### src/rtl/mux8_rr_arbiter.sv
// rtl/mux8_rr_arbiter.sv - 8-way round-robin arbiter and mux with a registered output slot
// Optional MUX8_ARB_BURST_EN: the current owner keeps winning for up to BURST_MAX loads.
module mux8_rr_arbiter #(
    parameter int unsigned BURST_MAX = 4
) (
    input  logic       clk,
    input  logic       rst,
    input  logic [7:0] req,
    input  logic [7:0] in_a,
    input  logic [7:0] in_b,
    input  logic [7:0] in_c,
    input  logic [7:0] in_d,
    input  logic [7:0] in_e,
    input  logic [7:0] in_f,
    input  logic [7:0] in_g,
    input  logic [7:0] in_h,
    output logic [7:0] ack,
    output logic [7:0] out_data,
    output logic [2:0] out_src,
    output logic       out_valid,
    input  logic       out_ready
);
    typedef enum logic {IDLE, FULL} state_t;

    state_t     state, state_next;
    logic [2:0] ptr;
    logic [2:0] winner;
    logic [2:0] idx;
    logic       found;
    logic       load;
    logic [7:0] sel_data;

    // First requester at or after ptr, wrapping modulo 8.
    always_comb begin
        winner = ptr;
        found  = 1'b0;
        idx    = ptr;
        for (int k = 0; k < 8; k++) begin
            idx = ptr + 3'(k);
            if (!found && req[idx]) begin
                found  = 1'b1;
                winner = idx;
            end
        end
    end

    always_comb begin
        case (winner)
            3'd0:    sel_data = in_a;
            3'd1:    sel_data = in_b;
            3'd2:    sel_data = in_c;
            3'd3:    sel_data = in_d;
            3'd4:    sel_data = in_e;
            3'd5:    sel_data = in_f;
            3'd6:    sel_data = in_g;
            default: sel_data = in_h;
        endcase
    end

    assign load      = (|req) && ((state == IDLE) || out_ready);
    assign out_valid = (state == FULL);

    always_comb begin
        ack = 8'h00;
        if (load && !rst)
            ack[winner] = 1'b1;
    end

    always_comb begin
        state_next = state;
        if (load)
            state_next = FULL;
        else if (state == FULL && out_ready)
            state_next = IDLE;
    end

    always_ff @(posedge clk or posedge rst) begin
        if (rst)
            state <= IDLE;
        else
            state <= state_next;
    end

`ifdef MUX8_ARB_BURST_EN
    logic [3:0] burst_cnt;
    logic [3:0] cnt_next;

    // ptr parks on the owner during a burst, so winner == ptr means the owner won again.
    assign cnt_next = ((winner == ptr) ? burst_cnt : 4'd0) + 4'd1;

    always_ff @(posedge clk or posedge rst) begin
        if (rst) begin
            out_data  <= 8'h00;
            out_src   <= 3'd0;
            ptr       <= 3'd0;
            burst_cnt <= 4'd0;
        end else if (load) begin
            out_data <= sel_data;
            out_src  <= winner;
            if (cnt_next >= 4'(BURST_MAX)) begin
                ptr       <= winner + 3'd1;
                burst_cnt <= 4'd0;
            end else begin
                ptr       <= winner;
                burst_cnt <= cnt_next;
            end
        end
    end
`else
    wire [3:0] unused_burst_max = 4'(BURST_MAX);

    always_ff @(posedge clk or posedge rst) begin
        if (rst) begin
            out_data <= 8'h00;
            out_src  <= 3'd0;
            ptr      <= 3'd0;
        end else if (load) begin
            out_data <= sel_data;
            out_src  <= winner;
            ptr      <= winner + 3'd1;
        end
    end
`endif
endmodule
### config.mk
export PLATFORM = sky130hd
export DESIGN_NAME = mux8_rr_arbiter
export DESIGN_NICKNAME = d
export VERILOG_FILES = /design/src/rtl/mux8_rr_arbiter.sv
export SDC_FILE = /design/constraint.sdc
export NUM_CORES = 1
export LEC_CHECK = 0
export CORE_MARGIN = 4
export CORE_UTILIZATION = 40
export CTS_CLUSTER_DIAMETER = 30
export CTS_CLUSTER_SIZE = 25
export DETAILED_ROUTE_END_ITERATION = 6
export PLACE_DENSITY = 0.86
export SLEW_MARGIN = 20
export SYNTH_ARGS = -nofsm -noshare
export SYNTH_HDL_FRONTEND = slang
export SYNTH_SLANG_ARGS = --single-unit
### constraint.sdc
create_clock -name clk -period 4.78 [get_ports clk]
set_input_delay 0.478 -clock clk [delete_from_list [all_inputs] [get_ports clk]]
set_output_delay 0.478 -clock clk [all_outputs]
set_load 0.03 [all_outputs]
# Yosys cells after proc, flatten, opt, wreduce, memory -nomap -nowiden
# Cells that the tools add are included.
# op_classes
mux,36
n_mul,0
div_mod_pow,0
bitwise,1
eq_ne,6
reduce_logical,23
add_sub_neg,8
shifts,0
magnitude_cmp,10
# op_table
op,n
$pmux 8 s7,1
$lt 3x4->1 const B,9
$bmux 1 s3,8
$mux 3,7
$mux 1,18
$add 3x3->3 const B,4
$logic_and 1x1->1,11
$eq 3x3->1 const B,3
$logic_not 1->1,8
$mux 8,1
$reduce_or 8->1,1
$add 3x1->3 const B,2
$add 3x2->3 const B,2
$eq 3x2->1 const B,2
$demux 1 s3,1
$eq 3x1->1 const B,1
$ge 3x1->1 const B,1
$logic_not 3->1,1
$reduce_bool 2->1,1
$logic_or 1x1->1,1
$not 1->1,1
# word_totals
out_inout_bits,20
rom_bits,0
mem_count,0
wordCells,88
latchBits,0
ramBits,0
inputBits,75
reg_bits,15

# Depth between registers and ports, before layout
# logic_depth
word_depth,29
depth_mapped,15
mapped_depth_nobuf,11

# Worst setup path after synthesis
# OpenSTA, ideal clock, no wires.
# synth_path
path_type,reg-to-output
start,register ptr[0]
end,output ack[1]
path_buffers,3
setup_slack_ns,0.269
path_stages_with_launch,14
arrival_time_ns,4.033
t_required_ns,4.302
cell_sequence,dfrtp_1 -> buf_2 -> inv_1 -> ha_1 -> buf_6 -> mux2i_1 -> mux4_2 -> o32a_1 -> a22o_1 -> a2111oi_1 -> a211o_1 -> nand2_1 -> clkbuf_1 -> nor3_1
# synth_between
elab_chain_len,29
elab_cells_between_ends,57
cone_classes,7 x add/sub; 2 x order compare; 33 x mux; 15 x reduce/logical
# synth_rtl
item,line,rtl
from (decl),26,logic [2:0] ptr;
from (signal assigned),120,ptr <= winner + 3'd1;
branches (longest 23 deep; another with $add 3x1->3),-,
$mux 3 (*),40,if (!found && req[idx]) begin
$lt 3x4->1 (not written as such) or $ge 3x1->1 (tied branches),66,ack[winner] = 1'b1;
$logic_and 1x1->1 (not written as such),66,
$mux 1 (not written as such),66,
$demux 1 s3 (*),66,
$mux 8 (*),65,if (load && !rst)
to (decl),17,"output logic [7:0] ack,"
# Mark *: on every way between the ends. The select of a mux whose other input is x is not followed.

# Worst setup path after layout
# layout_path
start,register ptr[0]
end,output ack[5]
# Same word-level chain as after synthesis.

==> impl_metrics.ini <==
[run]
max_cap_violations = 0

[synth]
async_flop_share_pct = 100.0
ys.flop_type = dfrtp_1
yosys.area.top_type = dfrtp_1
yosysMostFrequentCell = nand2_1
syn_nets = 306
synthCells = 229
postSynthAreaPerCell_um2 = 8.671
synth_edf_count = 0
yosysWarnings = 0
synth_seq_cells = 15
ys_seq_area_share_pct = 18.90
synth_area_leaders = dfrtp_1, mux2_2, mux4_2
ys_types = 54
synthesis.area_um2 = 1986
synthTopCellsByCount = nand2_1, mux2_2, dfrtp_1, nor3_1, nor2_1
synth.top_cell.area_share_pct = 18.90

[route]
first_pass_iters = 5
vias_per_cell = 5.893
drc = 0
wl_um = 7138
drt_iter0_drc = 227
antenna_left = 0
vias = 2316
routedWlPerCell_um = 18.16

[die]
die_x_um = 78.46
die_y_um = 78.46
num_rows = 25
start_util_pct = 41.76
die_area_um2 = 6155
core_area_um2 = 4755
num_io_pins = 95

[worst_setup_path]
critPathRequiredTime_ns = 4.30
max_stage_delay_ns = 0.60
cp_max_fo = 11
slowest_stage = mux4_2
r2r_setup_slack_ns = 0.57
worst-endpoint-arrival_ns = 3.93
critPathKind = flip-flop to primary output
critPathBufInv = 3
rr_startpoint = ptr[0]
worstSetupEndpoint = ack[5]
cp-end-kind = primary output
worstPathCellList = inv_1 > ha_2 > mux4_2 > mux2i_1 > nand3_1 > o31ai_2 > or3_1 > and2_1 > o21ai_0 > buf_4 > nor3_1 > buf_4
ff2ff_path_depth = 12
crit_cells = 12
critPathTopFamily = simple AND/OR/NAND/NOR gates
crit_path_frequent_cell = buf_4
critPathLaunch = ptr[0]
worstReg2RegEnd = out_data[4]
cp-start-kind = flip-flop

[cts]
clk_latency_ns = 0.25
cts_tree = done
path_clk_slew_ns = 0.07
cts-htree-levels = 1
cts.sinks = 15
cts_hold_buf = 0
cts_buffers = 3
root_buffer = clkbuf_8
clock_path_buffers = 2
cts_setup_buffers = 0

[grt]
grt_pass1_vias = 2168
grt_pass1_wl_um = 10950
grt_max_degree = 17
grt_use_total_pct = 22.32
antenna_found_initial = 0
grt-ovfl-total = 0

[finish]
nFillCells = 411
seqCellArea_um2 = 375.4
drive_gt1_share_pct = 20.25
nets = 404
layoutNonFillerInstCount = 393
diodes = 0
multi_input_area_um2 = 1520
syn_to_final_growth_pct = 54.44

[status]
outcome = complete, no violations

[power_and_ir_drop]
leakagePower_nw = 1.178
pwr_density_cell_nw_per_um2 = 920.0
pwr-share-seq_pct = 8.9
p_clk_share_pct = 3.8
swShare_pct = 52.28
p_comb_share_pct = 87.3
vdd_ir_drop_max_mv = 0.6856
intPower_mw = 1.346
p_switching_mw = 1.475

[timing]
rsz0062_at_grt = no
finalSetupViolations = 0
finalHoldViolCount = 0
fin_skew_ns = 0.004376
slew_headroom_pct = 56.90
drv_slew = 0
period_share_pct = 92.16
fin_tns_setup_ns = 0
tightest_slew_ns = 0.6458
min_period_ns = 4.405
timing.fmax_mhz = 227.0

[worst_hold_path]
min_path_type = flip-flop to flip-flop
hold_depth = 1

[placement]
dp.cells = 389
hpwl_um = 5741
io_buffer_count = 94
place.gp.congestion = 0.9245
## sequential cells by signal (all words and copies together) (netlist names)
name and cells:
out_data 8, out_src 3, ptr 3, out_valid 1
## per-stage QoR
| stage | total power, mW | hold WS, ns | setup slack, ns | area, µm² | utilization [%] |
|---|---|---|---|---|---|
| 2_1_floorplan | 2.023 | 0.3875 | 0.2689 | 1986 | - |
| 3_3_place_gp | 2.652 | 0.4690 | 0.2897 | 3012 | 63.34 |
| 3_5_place_dp | 2.667 | 0.4690 | 0.3108 | 3012 | 63.34 |
| 4_1_cts | 2.784 | 0.4977 | 0.02742 | 3057 | 64.29 |
| 5_1_grt | 3.030 | 0.5111 | 0.02316 | 3067 | 64.50 |
| 6_report | 2.821 | 0.5006 | 0.3747 | 3067 | 64.50 |
## kinds of logic (layout without fill, tap and decap cells)
family / count (synthesis) / count (layout) / share of synthesized area (%)
AOI/OAI and AO/OA: 64 / 64 / 25.33
xor gates and xnor gates: 5 / 5 / 2.205
adders and majority gates: 2 / 2 / 1.260
buffers and inverters: 20 / 117 / 4.915
DFF: 15 / 15 / 18.90
muxes: 41 / 41 / 27.28
and+or+nand+nor: 82 / 82 / 20.10
## power by group through the flow
stage	Sequential, mW	Clock [mW]	Combinational [mW]
2_1_floorplan	0.327	0	1.70
4_1_cts	0.249	0.109	2.43
3_5_place_dp	0.249	0	2.42
6_report	0.250	0.108	2.46
5_1_grt	0.258	0.115	2.66
3_3_place_gp	0.247	0	2.41
## timing repair
action / 4_1_cts / 5_1_grt
gates resized for setup: 0 / 3
hold endpoints to repair: 0 / 0
setup endpoints to repair: 0 / 3
## how the worst min path moves through the flow
stage,start,end,slack (ns)
2_1_floorplan,rst,out_data[0],0.39
3_3_place_gp,out_src[0],out_src[0],0.47
3_5_place_dp,out_src[1],out_src[1],0.47
4_1_cts,out_src[1],out_src[1],0.50
5_1_grt,out_src[1],out_src[1],0.51
6_report,out_src[1],out_src[1],0.50
## cell type report
cell class                      instances  share of cell area (%)
Multi-Input combinational cell        194                   49.57
Timing Repair Buffer                  106                   33.13
Sequential cell                        15                   12.24
Tap cell                               67                   2.734
Clock buffer                            4                   1.469
Inverter                                7                  0.8568
## per-layer routing
metal | vias to the layer above | track usage, % | wire, µm | share of wire [%]
met2 | 104 | 37.76 | 3631 | 51
met5 | - | 0 | 0 | 0
met3 | 15 | 2.638 | 390 | 5.5
met1 | 1106 | 29.57 | 2952 | 41
li1 | 1091 | - | - | -
met4 | 0 | 7.168 | 164 | 2.3
## layout by cell type, fill, tap and decap left out, drive strengths merged, types with 2 or more instances in the layout
cell           count
o22ai             16
a21oi              4
clkdlybuf4s50     86
and3               3
or4                3
a21boi             2
nor2              15
mux2i              8
nand3              8
inv                7
xnor2              4
o21ai             12
mux2              25
nor2b              2
nor3              15
buf               19
ha                 2
o211ai             2
a211o              3
nand2b             4
and2               2
mux4               8
dfrtp             15
o32ai              8
clkbuf             4
nand2             25
a32o               3
Power figures use the tool's default switching activity.
